--- config.mk ---
export PLATFORM = sky130hd
export DESIGN_NAME = nec_ir_receiver
export DESIGN_NICKNAME = d
export VERILOG_FILES = /design/src/rtl/nec_ir_receiver.sv
export SDC_FILE = /design/constraint.sdc
export NUM_CORES = 1
export LEC_CHECK = 0
export CAP_MARGIN = 40
export CORE_MARGIN = 8
export CORE_UTILIZATION = 62
export CTS_CLUSTER_SIZE = 25
export DETAILED_ROUTE_END_ITERATION = 8
export HOLD_SLACK_MARGIN = 0.02
export MAX_ROUTING_LAYER = met4
export PLACE_DENSITY_LB_ADDON = 0.1
export RECOVER_POWER = 50
export SYNTH_ARGS = -nofsm -noshare
export SYNTH_HDL_FRONTEND = slang
export SYNTH_SLANG_ARGS = --single-unit
--- constraint.sdc ---
create_clock -name clk_in -period 3.4 [get_ports clk_in]
set_input_delay 0.68 -clock clk_in [delete_from_list [all_inputs] [get_ports clk_in]]
set_output_delay 0.68 -clock clk_in [all_outputs]
set_load 0.03 [all_outputs]
--- src/rtl/nec_ir_receiver.sv ---
// NEC IR receiver: synchronises the sensor line, times marks and spaces in microseconds,
// decodes 32-bit frames and repeat codes, and holds the last code until it is released.
module nec_ir_receiver #(
    parameter int unsigned CYCLES_PER_US = 74,
    parameter int unsigned RELEASE_MS    = 120,
    parameter int unsigned CHECK_INV     = 1
) (
    input  logic        clk_in,
    input  logic        rst_in,
    input  logic        ir_rx_in,
    output logic [31:0] ir_out,
    output logic        valid_out,
    output logic        repeat_out,
    output logic        error_out
);
    localparam int unsigned   PW        = $clog2(CYCLES_PER_US + 1);
    localparam logic [PW-1:0] PrescLast = PW'(CYCLES_PER_US - 1);
    localparam logic [15:0]   RelLast   = 16'(RELEASE_MS - 1);

    typedef enum logic [2:0] {
        StIdle, StLeadMark, StLeadSpace, StBitMark, StBitSpace, StCommit
    } state_e;

    state_e        state_q, state_d;
    logic          sync1_q, sync2_q, prev_q;
    logic [PW-1:0] presc_q, presc_d;
    logic [13:0]   width_q, width_d;
    logic [4:0]    bit_cnt_q, bit_cnt_d;
    logic [31:0]   shreg_q, shreg_d;
    logic [31:0]   code_q, code_d;
    logic          have_q, have_d;
    logic          valid_q, valid_d, rep_q, rep_d, err_q, err_d;
    logic [9:0]    rel_us_q, rel_us_d;
    logic [15:0]   rel_ms_q, rel_ms_d;

    logic        tick, fall, rise, edge_seen, bit_one, bit_zero, inv_ok, expire, rel_clr;
    logic [31:0] word;

    function automatic logic in_win(input logic [13:0] w, input logic [13:0] lo,
                                    input logic [13:0] hi);
        return (w >= lo) && (w <= hi);
    endfunction

    assign tick      = (presc_q == PrescLast);
    assign fall      = prev_q & ~sync2_q;
    assign rise      = ~prev_q & sync2_q;
    assign edge_seen = fall | rise;
    assign presc_d   = tick ? '0 : presc_q + 1'b1;
    assign width_d   = edge_seen ? '0 : ((tick && width_q != '1) ? width_q + 1'b1 : width_q);
    assign bit_one   = in_win(width_q, 14'd1400, 14'd1900);
    assign bit_zero  = in_win(width_q, 14'd400, 14'd750);
    assign word      = {shreg_q[30:0], bit_one};
    assign inv_ok    = (CHECK_INV == 0) || (word[7:0] == ~word[15:8]);
    assign expire    = have_q && tick && (rel_us_q == 10'd999) && (rel_ms_q == RelLast)
                       && (RELEASE_MS != 0);

    always_comb begin
        state_d   = state_q;
        bit_cnt_d = bit_cnt_q;
        shreg_d   = shreg_q;
        code_d    = code_q;
        have_d    = have_q;
        valid_d   = 1'b0;
        rep_d     = 1'b0;
        err_d     = 1'b0;
        rel_clr   = 1'b0;
        // Expiry is applied first so a commit or repeat below overrides it.
        if (expire) begin
            code_d = '0;
            have_d = 1'b0;
        end
        unique case (state_q)
            StIdle: if (fall) state_d = StLeadMark;
            StLeadMark: if (rise) begin
                if (in_win(width_q, 14'd8000, 14'd10000)) state_d = StLeadSpace;
                else err_d = 1'b1;
            end
            StLeadSpace: if (fall) begin
                if (in_win(width_q, 14'd4000, 14'd5000)) begin
                    state_d   = StBitMark;
                    bit_cnt_d = '0;
                end else if (in_win(width_q, 14'd2000, 14'd2500)) begin
                    state_d = StIdle;
                    if (have_q) begin
                        rep_d   = 1'b1;
                        rel_clr = 1'b1;
                        code_d  = code_q;
                        have_d  = 1'b1;
                    end
                end else begin
                    err_d = 1'b1;
                end
            end
            StBitMark: if (rise) begin
                if (bit_zero) state_d = StBitSpace;
                else err_d = 1'b1;
            end
            StBitSpace: if (fall) begin
                if (bit_zero || bit_one) begin
                    shreg_d = word;
                    if (bit_cnt_q == 5'd31) begin
                        // Commit is registered on entry so outputs meet the 3-cycle latency.
                        state_d = StCommit;
                        if (inv_ok) begin
                            code_d  = word;
                            valid_d = 1'b1;
                            have_d  = 1'b1;
                            rel_clr = 1'b1;
                        end else begin
                            err_d = 1'b1;
                        end
                    end else begin
                        bit_cnt_d = bit_cnt_q + 1'b1;
                        state_d   = StBitMark;
                    end
                end else begin
                    err_d = 1'b1;
                end
            end
            StCommit: state_d = StIdle;
            default:  state_d = StIdle;
        endcase
        if (state_q != StIdle && state_q != StCommit && !edge_seen && width_q > 14'd11000) begin
            err_d = 1'b1;
        end
        if (err_d) state_d = StIdle;

        rel_us_d = rel_us_q;
        rel_ms_d = rel_ms_q;
        if (!have_d || rel_clr) begin
            rel_us_d = '0;
            rel_ms_d = '0;
        end else if (tick) begin
            if (rel_us_q == 10'd999) begin
                rel_us_d = '0;
                rel_ms_d = rel_ms_q + 1'b1;
            end else begin
                rel_us_d = rel_us_q + 1'b1;
            end
        end
    end

    always_ff @(posedge clk_in or negedge rst_in) begin
        if (!rst_in) begin
            sync1_q   <= 1'b1;
            sync2_q   <= 1'b1;
            prev_q    <= 1'b1;
            presc_q   <= '0;
            width_q   <= '0;
            state_q   <= StIdle;
            bit_cnt_q <= '0;
            shreg_q   <= '0;
            code_q    <= '0;
            have_q    <= 1'b0;
            valid_q   <= 1'b0;
            rep_q     <= 1'b0;
            err_q     <= 1'b0;
            rel_us_q  <= '0;
            rel_ms_q  <= '0;
        end else begin
            sync1_q   <= ir_rx_in;
            sync2_q   <= sync1_q;
            prev_q    <= sync2_q;
            presc_q   <= presc_d;
            width_q   <= width_d;
            state_q   <= state_d;
            bit_cnt_q <= bit_cnt_d;
            shreg_q   <= err_d ? '0 : shreg_d;
            code_q    <= code_d;
            have_q    <= have_d;
            valid_q   <= valid_d;
            rep_q     <= rep_d;
            err_q     <= err_d;
            rel_us_q  <= rel_us_d;
            rel_ms_q  <= rel_ms_d;
        end
    end

    assign ir_out     = code_q;
    assign valid_out  = valid_q;
    assign repeat_out = rep_q;
    assign error_out  = err_q;
endmodule

==> impl_results.md <==
- Layout area overhead: 17.1%
- Syn. warnings: 0
- Fin util: 74.8%
- Startpoint Class: flop
- TritonCTS Buffers: 17
- Residual DRC: 0
- Input/output buffers: 37
- Share of layout cells above drive strength 1: 9.16%
- GRT Overall Usage: 23.3%
- Core Area: 9770 um2
- Hold Violations, Final: 0
- Placement Setup Slack: 523 ps
- Max VDD drop: 397 uV
- Starting density of the core: 63.9%
- Num ports: 38
- Failing checks: capacitance limit, slew limit
- Most common cell after layout, fill and taps aside: dfrtp_1
- Leakage: 3.15 nW
- Worst Hold Class: reg -> reg
- RSZ-0062 raised after global routing: no
- Worst-Margin Slew: 1610 ps
- Slew margin rel.: -7.14%
- EDFF count, synth: 0
- Die height: 116 um
- WP data required: 3840 ps
- DR vias: 4968
- Setup TNS: 0 ps
- Most used flip-flop cell after synthesis: dfrtp_1
- Final period util: 85.2%
- Post-DP Area: 6760 um2
- Later-pin clock latency in the skew report: 530 ps
- Design area: 7310 um2
- RD Place Congestion: 0.962
- Clk buf depth: 2
- Syn Area/Cell: 9.76 um2
- Skew final: 8.66 ps
- Leading area contributor after synthesis: dfrtp_1
- Post-CTS sizing: 0
- First-pass GRT wire length: 24000 um
- Min Tclk post-route: 2900 ps
- Fin cells: 821
- Grt total ovfl: 0
- Worst Path Max Fanout: 20
- Ant. Diodes: 0
- Final net count: 688
- Leading post-synthesis cells by cell area: dfrtp_1 (49%), nand2_1 (5.8%), xnor2_1 (4.9%), a21oi_1 (4.5%), a22o_1 (4.5%)
- Share of the synthesized area in the top cell type: 48.9%
- Clock slew at reported path FFs: 60 ps
- DP Wirelength: 9620 um
- Clock sinks: 125
- Antenna violation net count after detailed routing: 0
- Pwr Total: 3.55 mW
- Largest net degree at the start of global routing: 67
- CTS tree: done
- Initial antenna violation count: 0
- Row Count: 36
- Status: complete, but fails checks
- H-tree depth: 4
- Max Cap Viol: 1
- Die width: 116 um
- Mapped cell area: 6240 um2
- Max-slew violations: 67
- Post-synthesis cell type count: 68
- Worst setup margin: 503 ps
- Drt initial violations: 386
- Register area share after synthesis: 50.2%
- # setup viols final: 0
- Avg WL per Cell: 17.4 um
- Asr flop ratio synth: 100%
- Post-Route WL: 14300 um
- Highest-count cells in the layout ignoring fill and taps: dfrtp_1 (122), nand2_1 (97), a21oi_1 (56)
- Syn Inst Count: 640
- Fmax: 0.345 GHz
- CTS Root Cell: clkbuf_8
- Vias in the first global route: 4861
- Hold slack: 363 ps
- Synthesis-stage register bit count: 125
- Crit end category: flop
- P per Cell Area: 485 nW/um2
- Pre-antenna DRT Iters: 5
- Die ar.: 13500 um2
- Data arrival time of the worst path: 3340 ps
- Placed cell count: 788
- Post-synthesis net count: 653
- Kind of critical path: reg -> reg
- Vias per cell: 6.05
power breakdown:
part / switching, mW / internal [mW]
Clock: 0.680 / 1.08
Sequential: 0.0323 / 1.51
Combinational: 0.171 / 0.0827
Total: 0.884 / 2.66
logic make-up (layout without fill, tap and decap cells):
kind of cell             Yosys count  after routing  synth area share (%)
flip-flops                       125            125                  50.2
buffers and inverters             46             94                  3.23
AO/OA/AOI/OAI                    138            138                  16.1
adder cells (fa/ha/maj)           10             10                  2.00
AND/OR/NAND/NOR                  274            274                  21.9
XOR/XNOR                          47             47                  6.59
cells in the mapped netlist, types with 9 or more instances:
| cell type | n |
|---|---|
| ha_1 | 10 |
| and3_1 | 15 |
| nand2_1 | 97 |
| and2_1 | 17 |
| nand4_1 | 12 |
| nor3_1 | 11 |
| dfrtp_1 | 122 |
| o211ai_1 | 9 |
| a21oi_1 | 56 |
| nand3_1 | 29 |
| clkbuf_1 | 16 |
| xor2_1 | 12 |
| nor2_1 | 49 |
| inv_1 | 9 |
| xnor2_1 | 35 |
| buf_2 | 17 |
| a22o_1 | 32 |
cell type report:
cell class,instances,area [um2]
Clock buffer,18,428
Clock inverter,14,159
Fill cell,691,2460
Inverter,10,37.5
Multi-Input combinational cell,469,2920
Sequential cell,125,3130
Tap cell,133,166
Timing Repair Buffer,52,474
final timing paths:
kind | start | to | slack [ps] | cells past startpoint
hold reg to reg | sync1_q | sync2_q | 360 | 0
min in group asynchronous | rst_in | presc_q[5] | 630 | 2
max in group asynchronous | rst_in | shreg_q[27] | 610 | 4
setup / recovery | width_q[0] | shreg_q[7] | 500 | 10
setup reg to reg | width_q[0] | shreg_q[7] | 500 | 10
hold / removal | sync1_q | sync2_q | 360 | 0
metal layers:
| layer | GRT usage (%) | vias to the layer above | part of all wire [%] |
|---|---|---|---|
| met1 | 28.3 | 2436 | 43 |
| met3 | 5.53 | 23 | 4.9 |
| met4 | 9.25 | 0 | 1.7 |
| met2 | 36.9 | 162 | 50 |
| li1 | - | 2347 | - |
| met5 | - | - | 0 |
flip-flops by register name (all words and copies together), names as in the netlist, 3 cells and up:
register and count:
bit_cnt_q 5, ir_out 32, presc_q 7, rel_ms_q 16, rel_us_q 10, shreg_q 31, state_q 3, width_q 14
worst max-delay path, cell delays in order, from the launching register on:
cell	delay, ps
dfrtp_1	460
inv_1	100
ha_1	220
nand3b_1	170
a211oi_2	310
nor3_2	140
a211o_1	310
a211oi_1	300
o211ai_2	350
buf_12	300
a21oi_1	140
repair_timing:
action / CTS / global route
hold endpoints to repair: 6 / 0
setup buffers: 0 / 0
hold buffers: 1 / 0
Power figures use the tool's default switching activity.
